[config.mk]
export PLATFORM = sky130hd
export DESIGN_NAME = debug_trace_capture_flat
export DESIGN_NICKNAME = d
export VERILOG_FILES = /design/src/rtl/debug_trace_capture_pkg.sv /design/src/rtl/debug_trace_capture_if.sv /design/src/rtl/debug_trace_capture_fifo.sv /design/src/rtl/debug_trace_capture.sv /design/src/flat_wrapper.sv
export SDC_FILE = /design/constraint.sdc
export NUM_CORES = 1
export LEC_CHECK = 0
export CAP_MARGIN = 10
export CORE_UTILIZATION = 50
export CTS_CLUSTER_SIZE = 30
export DETAILED_ROUTE_END_ITERATION = 16
export PLACE_DENSITY = 0.67
export SYNTH_ARGS = -nofsm -noshare
export SYNTH_HDL_FRONTEND = slang
export SYNTH_SLANG_ARGS = --single-unit
export TNS_END_PERCENT = 100
[constraint.sdc]
create_clock -name clk -period 5.06 [get_ports clk]
set_input_delay 0.759 -clock clk [delete_from_list [all_inputs] [get_ports clk]]
set_output_delay 0.759 -clock clk [all_outputs]
set_load 0.005 [all_outputs]
[src/rtl/debug_trace_capture_pkg.sv]
// Shared types and default sizes for the debug trace capture block.
package debug_trace_capture_pkg;

  localparam int DBG_W_DEF  = 16;
  localparam int TS_W_DEF   = 16;
  localparam int DEPTH_DEF  = 16;
  localparam int DROP_W_DEF = 8;

  // Layout of one logged entry at default widths; timestamp occupies the MSBs.
  typedef struct packed {
    logic [TS_W_DEF-1:0]  ts;
    logic [DBG_W_DEF-1:0] dbg;
  } trace_entry_t;

endpackage

[src/rtl/debug_trace_capture_if.sv]
// Valid/ready stream carrying timestamped trace entries to the reader.
interface debug_trace_capture_if
  import debug_trace_capture_pkg::*;
#(
  parameter int DATA_W = TS_W_DEF + DBG_W_DEF
) ();

  logic              out_valid;
  logic              out_ready;
  logic [DATA_W-1:0] out_data;

  modport master (output out_valid, output out_data, input out_ready);
  modport slave  (input out_valid, input out_data, output out_ready);

endinterface

[src/rtl/debug_trace_capture_fifo.sv]
// First-word-fall-through FIFO: the head entry is presented whenever non-empty.
// A push into a full FIFO is accepted only when a pop happens in the same cycle.
module debug_trace_capture_fifo
  import debug_trace_capture_pkg::*;
#(
  parameter int WIDTH = TS_W_DEF + DBG_W_DEF,
  parameter int DEPTH = DEPTH_DEF
) (
  input  logic                   clk,
  input  logic                   rst_n,
  input  logic                   clear,
  input  logic                   push,
  input  logic [WIDTH-1:0]       wdata,
  input  logic                   pop,
  output logic [WIDTH-1:0]       rdata,
  output logic                   full,
  output logic                   empty,
  output logic [$clog2(DEPTH):0] level
);

  localparam int PTR_W = $clog2(DEPTH);
  localparam int LVL_W = PTR_W + 1;
  localparam logic [LVL_W-1:0] FULL_LVL = LVL_W'(DEPTH);

  logic [WIDTH-1:0] mem [DEPTH];
  logic [PTR_W-1:0] wr_ptr;
  logic [PTR_W-1:0] rd_ptr;
  logic [LVL_W-1:0] level_nxt;
  logic             wr_en;
  logic             rd_en;

  assign full  = (level == FULL_LVL);
  assign empty = (level == '0);
  // Head is forced to zero when empty so the output matches its reset value.
  assign rdata = empty ? '0 : mem[rd_ptr];

  // Resolve accepted push/pop and next occupancy; clear overrides both.
  always_comb begin
    // NOTE: every signal gets a default first so no path leaves it unassigned (no latch).
    rd_en     = 1'b0;
    wr_en     = 1'b0;
    level_nxt = level;
    if (!clear) begin
      rd_en = pop && !empty;
      wr_en = push && (!full || rd_en);
      if (wr_en && !rd_en) begin
        level_nxt = level + 1'b1;
      end else if (rd_en && !wr_en) begin
        level_nxt = level - 1'b1;
      end
    end else begin
      level_nxt = '0;
    end
  end

  // Pointer and occupancy registers; pointers wrap naturally at DEPTH.
  always_ff @(posedge clk or negedge rst_n) begin
    // NOTE: non-blocking assignments so every register samples pre-edge values.
    if (!rst_n) begin
      wr_ptr <= '0;
      rd_ptr <= '0;
      level  <= '0;
    end else if (clear) begin
      wr_ptr <= '0;
      rd_ptr <= '0;
      level  <= '0;
    end else begin
      if (wr_en) wr_ptr <= wr_ptr + 1'b1;
      if (rd_en) rd_ptr <= rd_ptr + 1'b1;
      level <= level_nxt;
    end
  end

  // Entry storage write port.
  always_ff @(posedge clk) begin
    // NOTE: storage is not reset; stale slots are never visible because the head is gated by empty.
    if (wr_en) mem[wr_ptr] <= wdata;
  end

endmodule

[src/rtl/debug_trace_capture.sv]
// Samples the cpu debug word every cycle and logs each change, with a cycle
// timestamp, into a FIFO drained by a downstream reader over valid/ready.
// Entries that find the FIFO full are dropped and counted.
module debug_trace_capture
  import debug_trace_capture_pkg::*;
#(
  parameter int DBG_W  = DBG_W_DEF,
  parameter int TS_W   = TS_W_DEF,
  parameter int DEPTH  = DEPTH_DEF,
  parameter int DROP_W = DROP_W_DEF
) (
  input  logic                    clk,
  input  logic                    rst_n,
  input  logic                    enable,
  input  logic                    clear,
  input  logic [DBG_W-1:0]        dbg_in,
  debug_trace_capture_if.master   trace_out,
  output logic [$clog2(DEPTH):0]  level,
  output logic                    overflow,
  output logic [DROP_W-1:0]       drop_cnt
);

  typedef struct packed {
    logic [TS_W-1:0]  ts;
    logic [DBG_W-1:0] dbg;
  } entry_t;

  logic [DBG_W-1:0] dbg_q;
  logic             en_q;
  logic [TS_W-1:0]  ts;
  logic [DBG_W-1:0] last_logged;
  logic             armed;
  logic             push_req;
  logic             pop;
  logic             fifo_full;
  logic             fifo_empty;
  logic             drop;
  entry_t           entry;

  // A sample is logged on the first enabled cycle after arming, or on any change.
  assign push_req = en_q && (armed || (dbg_q != last_logged));
  assign pop      = trace_out.out_valid && trace_out.out_ready;
  // A pop in the same cycle frees the slot, so only an unrelieved full FIFO drops.
  assign drop     = push_req && fifo_full && !pop && !clear;
  assign entry    = '{ts: ts, dbg: dbg_q};

  // Input sampling stage: registered debug word and enable.
  always_ff @(posedge clk or negedge rst_n) begin
    if (!rst_n) begin
      dbg_q <= '0;
      en_q  <= 1'b0;
    end else begin
      dbg_q <= dbg_in;
      en_q  <= enable;
    end
  end

  // Free-running timestamp, advancing only while capture is enabled.
  always_ff @(posedge clk or negedge rst_n) begin
    if (!rst_n) begin
      ts <= '0;
    end else if (clear) begin
      ts <= '0;
    end else if (en_q) begin
      ts <= ts + 1'b1;
    end
  end

  // Change-detect state: remember the last attempted value; re-arm while disabled.
  always_ff @(posedge clk or negedge rst_n) begin
    if (!rst_n) begin
      armed       <= 1'b1;
      last_logged <= '0;
    end else if (clear || !en_q) begin
      armed <= 1'b1;
    end else if (push_req) begin
      armed       <= 1'b0;
      last_logged <= dbg_q;
    end
  end

  // Dropped-entry accounting: sticky flag plus saturating counter.
  always_ff @(posedge clk or negedge rst_n) begin
    if (!rst_n) begin
      overflow <= 1'b0;
      drop_cnt <= '0;
    end else if (clear) begin
      overflow <= 1'b0;
      drop_cnt <= '0;
    end else if (drop) begin
      overflow <= 1'b1;
      if (drop_cnt != '1) drop_cnt <= drop_cnt + 1'b1;
    end
  end

  debug_trace_capture_fifo #(
    .WIDTH (TS_W + DBG_W),
    .DEPTH (DEPTH)
  ) u_fifo (
    .clk   (clk),
    .rst_n (rst_n),
    .clear (clear),
    .push  (push_req),
    .wdata (entry),
    .pop   (pop),
    .rdata (trace_out.out_data),
    .full  (fifo_full),
    .empty (fifo_empty),
    .level (level)
  );

  assign trace_out.out_valid = !fifo_empty;

endmodule

[src/flat_wrapper.sv]
// flat-port wrapper written by rule: the top's interface ports become plain ports
module debug_trace_capture_flat import debug_trace_capture_pkg::*;
#(
  parameter int DBG_W  = DBG_W_DEF,
  parameter int TS_W   = TS_W_DEF,
  parameter int DEPTH  = DEPTH_DEF,
  parameter int DROP_W = DROP_W_DEF
)
  (clk, rst_n, enable, clear, dbg_in, level, overflow, drop_cnt, trace_out_out_valid, trace_out_out_data, trace_out_out_ready);
  debug_trace_capture_if #(.DATA_W((TS_W + DBG_W))) trace_out_i ();
  input  logic clk;
  input  logic rst_n;
  input  logic enable;
  input  logic clear;
  input  logic [DBG_W-1:0] dbg_in;
  output logic [$clog2(DEPTH):0] level;
  output logic overflow;
  output logic [DROP_W-1:0] drop_cnt;
  output wire logic [$bits(trace_out_i.out_valid)-1:0] trace_out_out_valid;
  output wire logic [$bits(trace_out_i.out_data)-1:0] trace_out_out_data;
  input wire logic [$bits(trace_out_i.out_ready)-1:0] trace_out_out_ready;
  assign trace_out_out_valid = trace_out_i.out_valid;
  assign trace_out_out_data = trace_out_i.out_data;
  assign trace_out_i.out_ready = trace_out_out_ready;
  debug_trace_capture #(.DBG_W(DBG_W), .TS_W(TS_W), .DEPTH(DEPTH), .DROP_W(DROP_W)) u_core (.clk(clk), .rst_n(rst_n), .enable(enable), .clear(clear), .dbg_in(dbg_in), .trace_out(trace_out_i), .level(level), .overflow(overflow), .drop_cnt(drop_cnt));
endmodule
Word-level counts from Yosys, hierarchy flattened

Memory sizes are Yosys's and may differ from the RTL's.
Cells that the tools add are included.

Bits in registers: 72
Bits in writable memories: 512
Output and inout bits: 47
Word-level logic and storage cells: 71
Memories kept: 1

$add $sub $neg: 6
Eq/ne operators: 3
Mux-type cells: 21
Bitwise operators: 1
Reductions and logical operators: 29

Memories:

| name              | words | width | read ports | clocked after memory_dff | wr ports | line                           | text |
|---|---|---|---|---|---|---|---|
| u_core.u_fifo.mem | 16    | 32    | 1          | 0                        | 1        | debug_trace_capture_fifo.sv:25 | `logic [WIDTH-1:0] mem [DEPTH];` |

Operators by type and width:

| operator              | number |
|---|---|
| $mux 16               | 2 |
| $mux 32               | 1 |
| $mux 8                | 3 |
| $add 16x1->16 const B | 1 |
| $mux 4                | 4 |
| $ne 16x16->1          | 1 |
| $mux 5                | 3 |
| $reduce_bool 2->1     | 6 |
| $logic_and 1x1->1     | 9 |
| $add 4x1->4 const B   | 2 |
| $add 8x1->8 const B   | 1 |
| $mux 1                | 8 |
| $ne 8x8->1 const B    | 1 |
| $logic_not 1->1       | 7 |
| $add 5x1->5 const B   | 1 |
| $eq 5x5->1 const B    | 1 |
| $logic_not 5->1       | 1 |
| $sub 5x1->5 const B   | 1 |
| $reduce_and 2->1      | 2 |
| $logic_or 1x1->1      | 3 |
| $reduce_bool 3->1     | 1 |
| $not 1->1             | 1 |

Logic depth before layout (Yosys ltp)

Gate-level depths: netlist (run 1).

Word-level depth: 11
Gate-level depth with buffers: 13

By module

A second synthesis (run 1) with hierarchy kept.

Cells, all modules: 1093
Area total of the unflattened synthesis: 22693.0 um^2

By module, submodules not included:

| module                   | times used | cells each | area an instance (um^2) |
|---|---|---|---|
| debug_trace_capture_fifo | 1          | 893        | 20208.1 |
| debug_trace_capture      | 1          | 200        | 2484.9 |

Least setup slack after synthesis (run 1)

Ideal clock, no wire load.

Path type: reg2reg
Start point: reg u_core.dbg_q[7]
End point: reg u_core.u_fifo.level[4]
Setup time: 87 ps
Arrival: 3151 ps
Data required time: 4973 ps
Setup slack: 1823 ps
Cell stages (with the launch flop): 13
Clock period less this slack: 3237 ps
Cells stage by stage: dfrtp_1 -> xor2_1 -> nor4_1 -> and4_1 -> a211oi_2 -> clkbuf_1 -> nand2_1 -> fa_1 -> a21o_1 -> a21oi_1 -> a31oi_1 -> or4_1 -> o211ai_1

Longest elaborated chain between the ends: 7
Elaborated cells between the ends (all ways): 10

RTL lines:

| item                                                 | line                                                           | text |
|---|---|---|
| from (decl)                                          | debug_trace_capture.sv:28                                      | `logic [DBG_W-1:0] dbg_q;` |
| from (signal assigned)                               | debug_trace_capture.sv:53                                      | `dbg_q <= dbg_in;` |
| $ne 16x16->1 (*)                                     | debug_trace_capture.sv:41                                      | `assign push_req = en_q && (armed \|\| (dbg_q != last_logged));` |
| $logic_or 1x1->1 (*)                                 | debug_trace_capture.sv:41                                      |  |
| $logic_and 1x1->1 (*)                                | debug_trace_capture.sv:41                                      |  |
| $logic_and 1x1->1 (*)                                | debug_trace_capture_fifo.sv:45                                 | `wr_en = push && (!full \|\| rd_en);` |
| $logic_and 1x1->1 or $logic_not 1->1 (tied branches) | debug_trace_capture_fifo.sv:46, debug_trace_capture_fifo.sv:48 |  |
| $mux 5 or $logic_and 1x1->1 (tied branches)          | debug_trace_capture_fifo.sv:46, debug_trace_capture_fifo.sv:48 |  |
| $mux 5 or $reduce_bool 3->1 (tied branches)          | n/a                                                            |  |
| to (signal assigned)                                 | debug_trace_capture_fifo.sv:70                                 | `level <= level_nxt;` |
| to (decl)                                            | debug_trace_capture_fifo.sv:18                                 | `output logic [$clog2(DEPTH):0] level` |

Mark *: on every way between the ends. The rest lies on a longest branch, timed or not.
A chain may end at the register's enable or synchronous reset.

Worst setup path after layout (run 1)

Start point: reg u_core.u_fifo.rd_ptr[0]
End point: out trace_out_out_data[9]

Longest elaborated chain between the ends: 2

RTL lines:

| item                   | line                           | text |
|---|---|---|
| from (decl)            | debug_trace_capture_fifo.sv:27 | `logic [PTR_W-1:0] rd_ptr;` |
| from (signal assigned) | debug_trace_capture_fifo.sv:69 | `if (rd_en) rd_ptr <= rd_ptr + 1'b1;` |
| $mem_v2 16x32          | n/a                            |  |
| $mux 32                | debug_trace_capture_fifo.sv:35 | `assign rdata = empty ? '0 : mem[rd_ptr];` |
| to (decl)              | flat_wrapper.sv:20             | `output wire logic [$bits(trace_out_i.out_data)-1:0] trace_out_out_data;` |

No other way between the ends.

==> results of run 1 <==
==> cell families (layout without fill, tap and decap cells) <==
family	after synthesis	count (layout)	share of synthesized area
AOI/OAI and AO/OA	28	28	0.00744
xor gates and xnor gates	37	37	0.0142
adders and majority gates	12	12	0.00689
buffers and inverters	58	219	0.0120
DFF	584	584	0.751
muxes	186	186	0.170
and+or+nand+nor	158	158	0.0380
==> layer usage <==
layer	share of wire	GRT usage	vias to the layer above
met5	0	0	-
met3	0.059	0.0395	75
met2	0.48	0.334	354
met4	0.024	0.0608	0
met1	0.44	0.318	5799
li1	-	-	4592
==> stage by stage <==
step	hold slack (ns)	total power [mW]
global route	0.110	12.3
finish	0.107	11.8
global placement	0.508	8.11
detailed placement	0.514	8.16
CTS	0.0916	12.0
floorplan	0.463	7.26
==> registers in the layout (all words and copies together), names as in the netlist, 4 cells and up <==
register / cells
u_core.dbg_q: 16
u_core.drop_cnt: 8
u_core.last_logged: 16
u_core.ts: 16
u_core.u_fifo.level: 5
u_core.u_fifo.mem: 512
u_core.u_fifo.rd_ptr: 4
u_core.u_fifo.wr_ptr: 4
==> path summary, 6_finish.rpt <==
check | endpoint | cells past startpoint
worst max-delay path | trace_out_out_data[9] | 5
max in group asynchronous | u_core.u_fifo.rd_ptr[0] | 2
worst min register to register | u_core.last_logged[11] | 1
worst min-delay path | u_core.dbg_q[4] | 1
worst max register to register | u_core.u_fifo.level[4] | 11
min in group clk | u_core.ts[11] | 2
==> critical path: stages (launching register included) <==
cell and delay [ns]:
dfrtp_4 0.71, buf_12 0.38, mux4_2 0.57, mux4_2 0.47
and2_1 0.20, clkdlybuf4s50_1 0.45
==> area by class of cell <==
type                    instances  area share
clock inverters                29     0.00604
clock buffers                  75      0.0573
inverters                       6    0.000864
flip-flops and latches        584       0.659
multi-input cells             421       0.208
well taps                     592      0.0284
repair buffers                109      0.0399
==> power breakdown <==
| group | switching, mW | internal (mW) | total [mW] |
|---|---|---|---|
| Combinational | 1.03 | 1.48 | 2.50 |
| Sequential | 0.178 | 5.32 | 5.50 |
| Clock | 1.74 | 2.08 | 3.82 |
==> Yosys cell counts <==
cell | number | area, µm²
nor4_1 | 2 | 12.5
o211ai_1 | 2 | 15.0
a31oi_1 | 3 | 18.8
nor4_4 | 1 | 21.3
and3_1 | 17 | 106
a21oi_1 | 12 | 60.1
buf_4 | 11 | 82.6
or4_1 | 5 | 37.5
mux2i_1 | 5 | 50.1
nand4b_1 | 1 | 8.76
nand3_1 | 14 | 70.1
o2111ai_1 | 1 | 8.76
buf_1 | 5 | 18.8
mux2_2 | 20 | 225
or2_2 | 1 | 6.26
and4_1 | 3 | 26.3
nor2_1 | 38 | 143
nand4_1 | 6 | 37.5
clkbuf_1 | 28 | 105
dfstp_2 | 1 | 26.3
ha_1 | 11 | 138
fa_1 | 1 | 20.0
a21o_1 | 1 | 7.51
nand2_1 | 14 | 52.6
xnor2_1 | 13 | 114
a211oi_2 | 1 | 12.5
dfrtp_1 | 71 | 1780
inv_1 | 6 | 22.5
nor2b_1 | 5 | 31.3
nand2b_1 | 8 | 50.1
edfxtp_1 | 512 | 15400
buf_6 | 1 | 11.3
mux2i_2 | 1 | 13.8
and2_1 | 35 | 219
buf_2 | 7 | 35.0
nor3_1 | 3 | 15.0
mux4_2 | 160 | 3600
xor2_1 | 24 | 210
or3_1 | 4 | 25.0
o21ai_0 | 5 | 25.0
o31ai_1 | 3 | 22.5
nand3b_1 | 1 | 7.51
==> out/results.txt, run 1 <==
Buffers placed on the I/O ports in this run total 67. For the worst setup path, the data required time is 4.30 ns. During I/O placement, the number of pins put on the boundary was 68. The clock tree buffer depth was 3. Source of the critical timing path: u_core.u_fifo.rd_ptr[0]. Multi-input logic area: 5440 µm². The clock period could shrink to 4.20 ns. The first TritonRoute pass finished after 5 iterations. Summing all placed instances gives a cell area of 24,400 µm². The headroom to the max-slew limit was 0.321.

Dividing the detail-routed wire length by the instance count gives 26.6 µm. The tools report the detailed placement HPWL as 26,800 µm. Number of hold violations in the final report: 0.

In the final timing run, aggregate negative setup slack is 0 ns. Number of global-route vias before repair: 11,259. Setup slack on the critical path of the routed design comes to 0.858 ns.

The non-filler instance count after layout was 1,816; the maximum number of pins on one net before global-route repair was 48. The synthesized net count was 1,096. The register area share after synthesis was 0.751; the total inserted antenna cells was 0. The floorplan step set the die width to 216 µm. The logs give 0 for the DRC violation count after routing and 1,712 for the total instance count after detailed placement.

The floorplan step defined a die boundary enclosing 46,600 µm². Cell area after layout: 26,100 µm². The share of layout cells above drive strength 1 works out to 0.267. Summing over every cut layer, the via total after detailed routing is 10,820. For this design the ratio of total power to cell area is 453 nW/µm². The reported leakage power was 8.48 nW.

The die is 216 µm tall. The initial antenna violation count was 0; the starting utilization of the core area was 0.512. The total area inside the core boundary comes to 44,700 µm².

The worst setup slack after placement came out at 1.31 ns. TritonCTS built the clock tree. In the synthesized netlist, the number of instances is 1,063.

Buffers inserted during clock tree synthesis total 56. Across the VDD grid, the largest voltage drop is 316 µV. On the final layout, the worst clock skew is 0.0238 ns. Setup repair after global routing left no endpoint under its margin. The congestion estimate from routability-driven global placement came to 0.743. The clock reaches the later pin of the worst-skew pair after 0.61 ns.

The tools report the count of antenna-violating nets left after detailed routing as 0. Type of element capturing the critical path: a primary output. Summing all flip-flop and latch instances after layout gives 17,200 µm². In the routed layout, each cell is associated on average with a via count of 5.96.

After synthesis, the mean cell area works out to 21.5 µm². For this run, the number of Yosys warnings is 0. Max-capacitance violation count: 0.

The run finished with clean final reports. The maximum clock frequency was 238 MHz. From synthesis to final layout, the design area changed by 14.1%.

The tools report the post-cts sizing count as 0. The classification of the worst setup path was flip-flop to primary output. In the layout the commonest cells are 512 x edfxtp_1, 160 x mux4_2, 67 x dfrtp_1, 65 x clkdlybuf4s50_1, 57 x clkbuf_16. The clock tree synthesis step divided the H-tree into 2 levels. In this run the worst path has a maximum fanout of 47. The setup check on the worst reg-to-reg path leaves a slack of 1.41 ns. The global route total overflow is 0, and the total number of clock tree sinks is 584. Worst hold-check path type: input port to async pin. The run gives 72,500 µm as the first-pass GRT wire length. In this run the core area contains 77 standard-cell rows. The tools report the post-route core utilization as 0.583.

The total global-route track usage came out at 0.216. The worst register-to-register path begins at u_core.dbg_q[11]. Buffers inserted to repair hold after CTS numbered 0. The final-report setup violation count is 0.

The most common cell after layout, fill and taps aside is edfxtp_1. For the final number of max-transition violations, the log shows 0. The tools report the cell chosen for the clock root as clkbuf_16. The tools report the number of design-rule violations left by the first detailed-router iteration as 1,007. For the count of unique library cells instantiated by Yosys, the log shows 42. The run gives 22,900 µm² as the post-synthesis instance area. The final cycle utilization of the critical path was 0.830. The worst setup path is launched from a flip-flop.

The count of state elements after synthesis is 584, and the transition time at the pin with the least slew margin is 1.02 ns. After detailed routing, the total wire length is 48,400 µm. The clock transition at the registers of the reported paths was 0.06 ns; the number of setup buffers added after CTS was 0. After filler insertion, the fill cell instance count of the layout stands at 3,243. The net count of the finished layout is 1,211. For the worst setup path, the data arrival time is 3.44 ns.
Note: power is estimated with default switching activity, not from simulation.
==> inputs of run 2 (changes only) <==
clock period = 4 ns   (was 5.06 ns; I/O delays follow)
==> out/results.txt, run 2 (synthesized netlist as in run 1, its figures left out) <==
The run finished with clean final reports. The total global-route track usage was 0.214 (-0.00120). The tools report the clock tree buffer depth as 3 (unchanged). The total instance count after detailed placement is 1,710 (-0.12%). The maximum clock frequency is 257 MHz. The maximum number of pins on one net before global-route repair is 55 (+15%), and the maximum ir drop on the vdd rail is 384 µV (+22%). The run gives 10,794 (-0.24%) as the total number of vias. The overall die area is 46,600 µm² (unchanged). The cell-internal power was 11.6 mW (+31%); the net load switching power was 3.73 mW (+27%).

The final hold slack is 0.0956 ns (-0.0119 ns), and the final cycle utilization of the critical path is 0.974. The setup path with the least slack is of type flip-flop to primary output. The post-route core utilization came out at 0.592 (+0.00826). The routability-driven placement congestion ratio was 0.731 (-1.6%); the total clock buffers created by CTS was 57 (+1.8%).

The average wire per cell in the routed design was 26.6 µm (-0.19%). The share of layout cells above drive strength 1 is 0.266 (-0.00103), and the die boundary height is 216 µm (unchanged). The post-cts sizing count came out at 0 (unchanged). The portion of total power attributed to the clock network is 0.336 (+0.013). Transition time at the pin with the least slew margin: 0.853 ns (-0.165 ns). The top cell types in the final layout, fill and taps aside, are 512 x edfxtp_1, 160 x mux4_2, 67 x dfrtp_1, 65 x clkdlybuf4s50_1, 59 x clkbuf_16. For the reported leakage power, the log shows 8.58 nW (+1.2%).

The run gives 0 (unchanged) as the final-report setup violation count. The category of the worst setup path launch point was a flip-flop. The worst-path maximum fanout is 30 (-36%), and the clock latency reported for the late side of the worst-skew pair is 0.61 ns (about the same).

The ratio of routed vias to standard cells came out at 5.94 (-0.30%). The number of optimization iterations in the first detailed-route pass came out at 5 (unchanged). For the arrival time at the worst endpoint, the log shows 3.30 ns (-0.14 ns). Walking the worst path, the cells encountered are buf_4 > mux4_2 > mux4_2 > and2_1 > clkdlybuf4s50_1.

TritonCTS built the clock tree. The power density over the cells was 579 nW/µm² (+28%). The total number of nets in the final design came out at 1,210 (-0.083%). The register ranked first by flip-flop count is u_core.u_fifo.mem.

Broken down by cell family, the worst path's largest delay share belongs to buffers and inverters. Setup repair after global routing left no endpoint under its margin. The count of buffers inserted at the top-level ports was 67 (unchanged); the count of pins on the block boundary was 68 (unchanged).

The required time at the endpoint of the critical path was 3.40 ns (-0.90 ns). The total cell area at the placement stage is 24,700 µm² (+0.91%). The most common cell after layout, fill and taps aside is edfxtp_1. Headroom to the max-slew limit: 0.429 (+0.108). The number of global-route vias before repair was 11,196 (-0.56%); the synthesis-to-finish area growth was 15.7%. The count of filler cells inserted in the layout is 3,201 (-1.3%), and the combinational share of power is 0.213 (about the same). The worst setup slack after placement is 0.483 ns (-0.828 ns). The worst clock skew on the final layout is 0.0207 ns (-0.00317 ns), and the die width is 216 µm (unchanged).

The slowest library cell on the worst path was dfrtp_4. The tools report the final number of max-transition violations as 0 (unchanged). The starting utilization of the core area came out at 0.512 (unchanged). The initial antenna violation count is 0 (unchanged).

The type of element capturing the critical path was a primary output. The DRC violation count after routing is 0 (unchanged), and the flip-flop count of the largest register, all copies and words added is 512 (unchanged). The H-tree level count is 2 (unchanged), and the post-layout minimum cycle time is 3.90 ns. The run gives 0 (unchanged) as the global route total overflow. The minimum setup slack in the final design is 0.103 ns (-0.755 ns). The number of hold violations in the final report is 0 (unchanged), and the core region area is 44,700 µm² (unchanged). The detailed placement HPWL is 26,100 µm (-2.5%), and the total inserted antenna cells is 0 (unchanged).

Most common cell type on the critical path: mux4_2. The logs give 0.451 (-0.014) for the portion of total power attributed to sequential cells and 0 (unchanged) for the number of setup buffers added after CTS. The row count is 77 (unchanged). The tree is rooted in a clkbuf_16. The non-filler instance count after layout is 1,817 (+0.055%).

The worst stage delay on the critical path is 0.77 ns (+0.06 ns). Max-capacitance violation count: 0 (unchanged). The total power is 15.3 mW (+30%), and the total number of clock tree sinks is 584 (unchanged). The path class of the tightest hold or removal check is input port to async pin. The first-pass GRT wire length is 72,200 µm (-0.41%). The logs give 0 ns (unchanged) for the post-route setup TNS and 0 (unchanged) for the count of antenna-violating nets left after detailed routing.

The cell area after layout is 26,400 µm² (+1.4%). The proportion of total power due to net switching came out at 0.244 (-0.00580). The clock transition at the registers of the reported paths was 0.06 ns (about the same). The run gives 983 (-2.4%) as the number of design-rule violations left by the first detailed-router iteration. The sum of buffers and inverters on the critical path works out to 2 (unchanged).

The routed wire length was 48,300 µm (-0.14%); the number of hold-repair buffers added at the cts stage was 0 (unchanged).
==> run 2: per-layer routing <==
layer	global-route usage	wire length, µm
met2	0.337	23200
met5	0	0
met3	0.0317	2490
met4	0.0688	1130
met1	0.313	21500
==> run 2: power groups by stage <==
stage | clock, mW | sequential [mW] | combinational, mW
final | 5.15 | 6.91 | 3.26
after floorplan | 0 | 6.95 | 2.23
after global routing | 5.46 | 6.92 | 3.52
after CTS | 5.24 | 6.91 | 3.34
after global placement | 0 | 7.03 | 3.31
after detailed placement | 0 | 7.04 | 3.32
==> run 2: worst paths after layout <==
check	startpoint	to	slack, ns	depth (start not counted)
max in group asynchronous	rst_n	u_core.ts[7]	3.09	2
worst min register to register	u_core.dbg_q[7]	u_core.u_fifo.mem[6][7]	0.53	0
worst max register to register	u_core.dbg_q[15]	u_core.u_fifo.level[4]	0.56	11
worst max-delay path	u_core.u_fifo.rd_ptr[1]	trace_out_out_data[0]	0.10	5
worst min-delay path	rst_n	u_core.dbg_q[8]	0.1	1
min in group clk	clear	u_core.drop_cnt[1]	0.38	2
==> run 2: worst register-to-register path, stage by stage (launching register included) <==
cell and delay, ns:
dfrtp_1 0.70, xor2_1 0.24, nor2_1 0.12, and4_1 0.26
a211oi_2 0.27, nand2_1 0.19, fa_1 0.44, a21o_1 0.20
a21oi_1 0.30, a31oi_1 0.12, or4_1 0.42, o211ai_1 0.11
==> run 2: area by class of cell <==
type                    count  area (µm²)  area share
inverters                   6        22.5    0.000852
clock buffers              78        1580      0.0597
multi-input cells         421        5440       0.206
flip-flops and latches    584       17200       0.650
well taps                 592         741      0.0280
repair buffers            107        1260      0.0478
clock inverters            29         220     0.00833
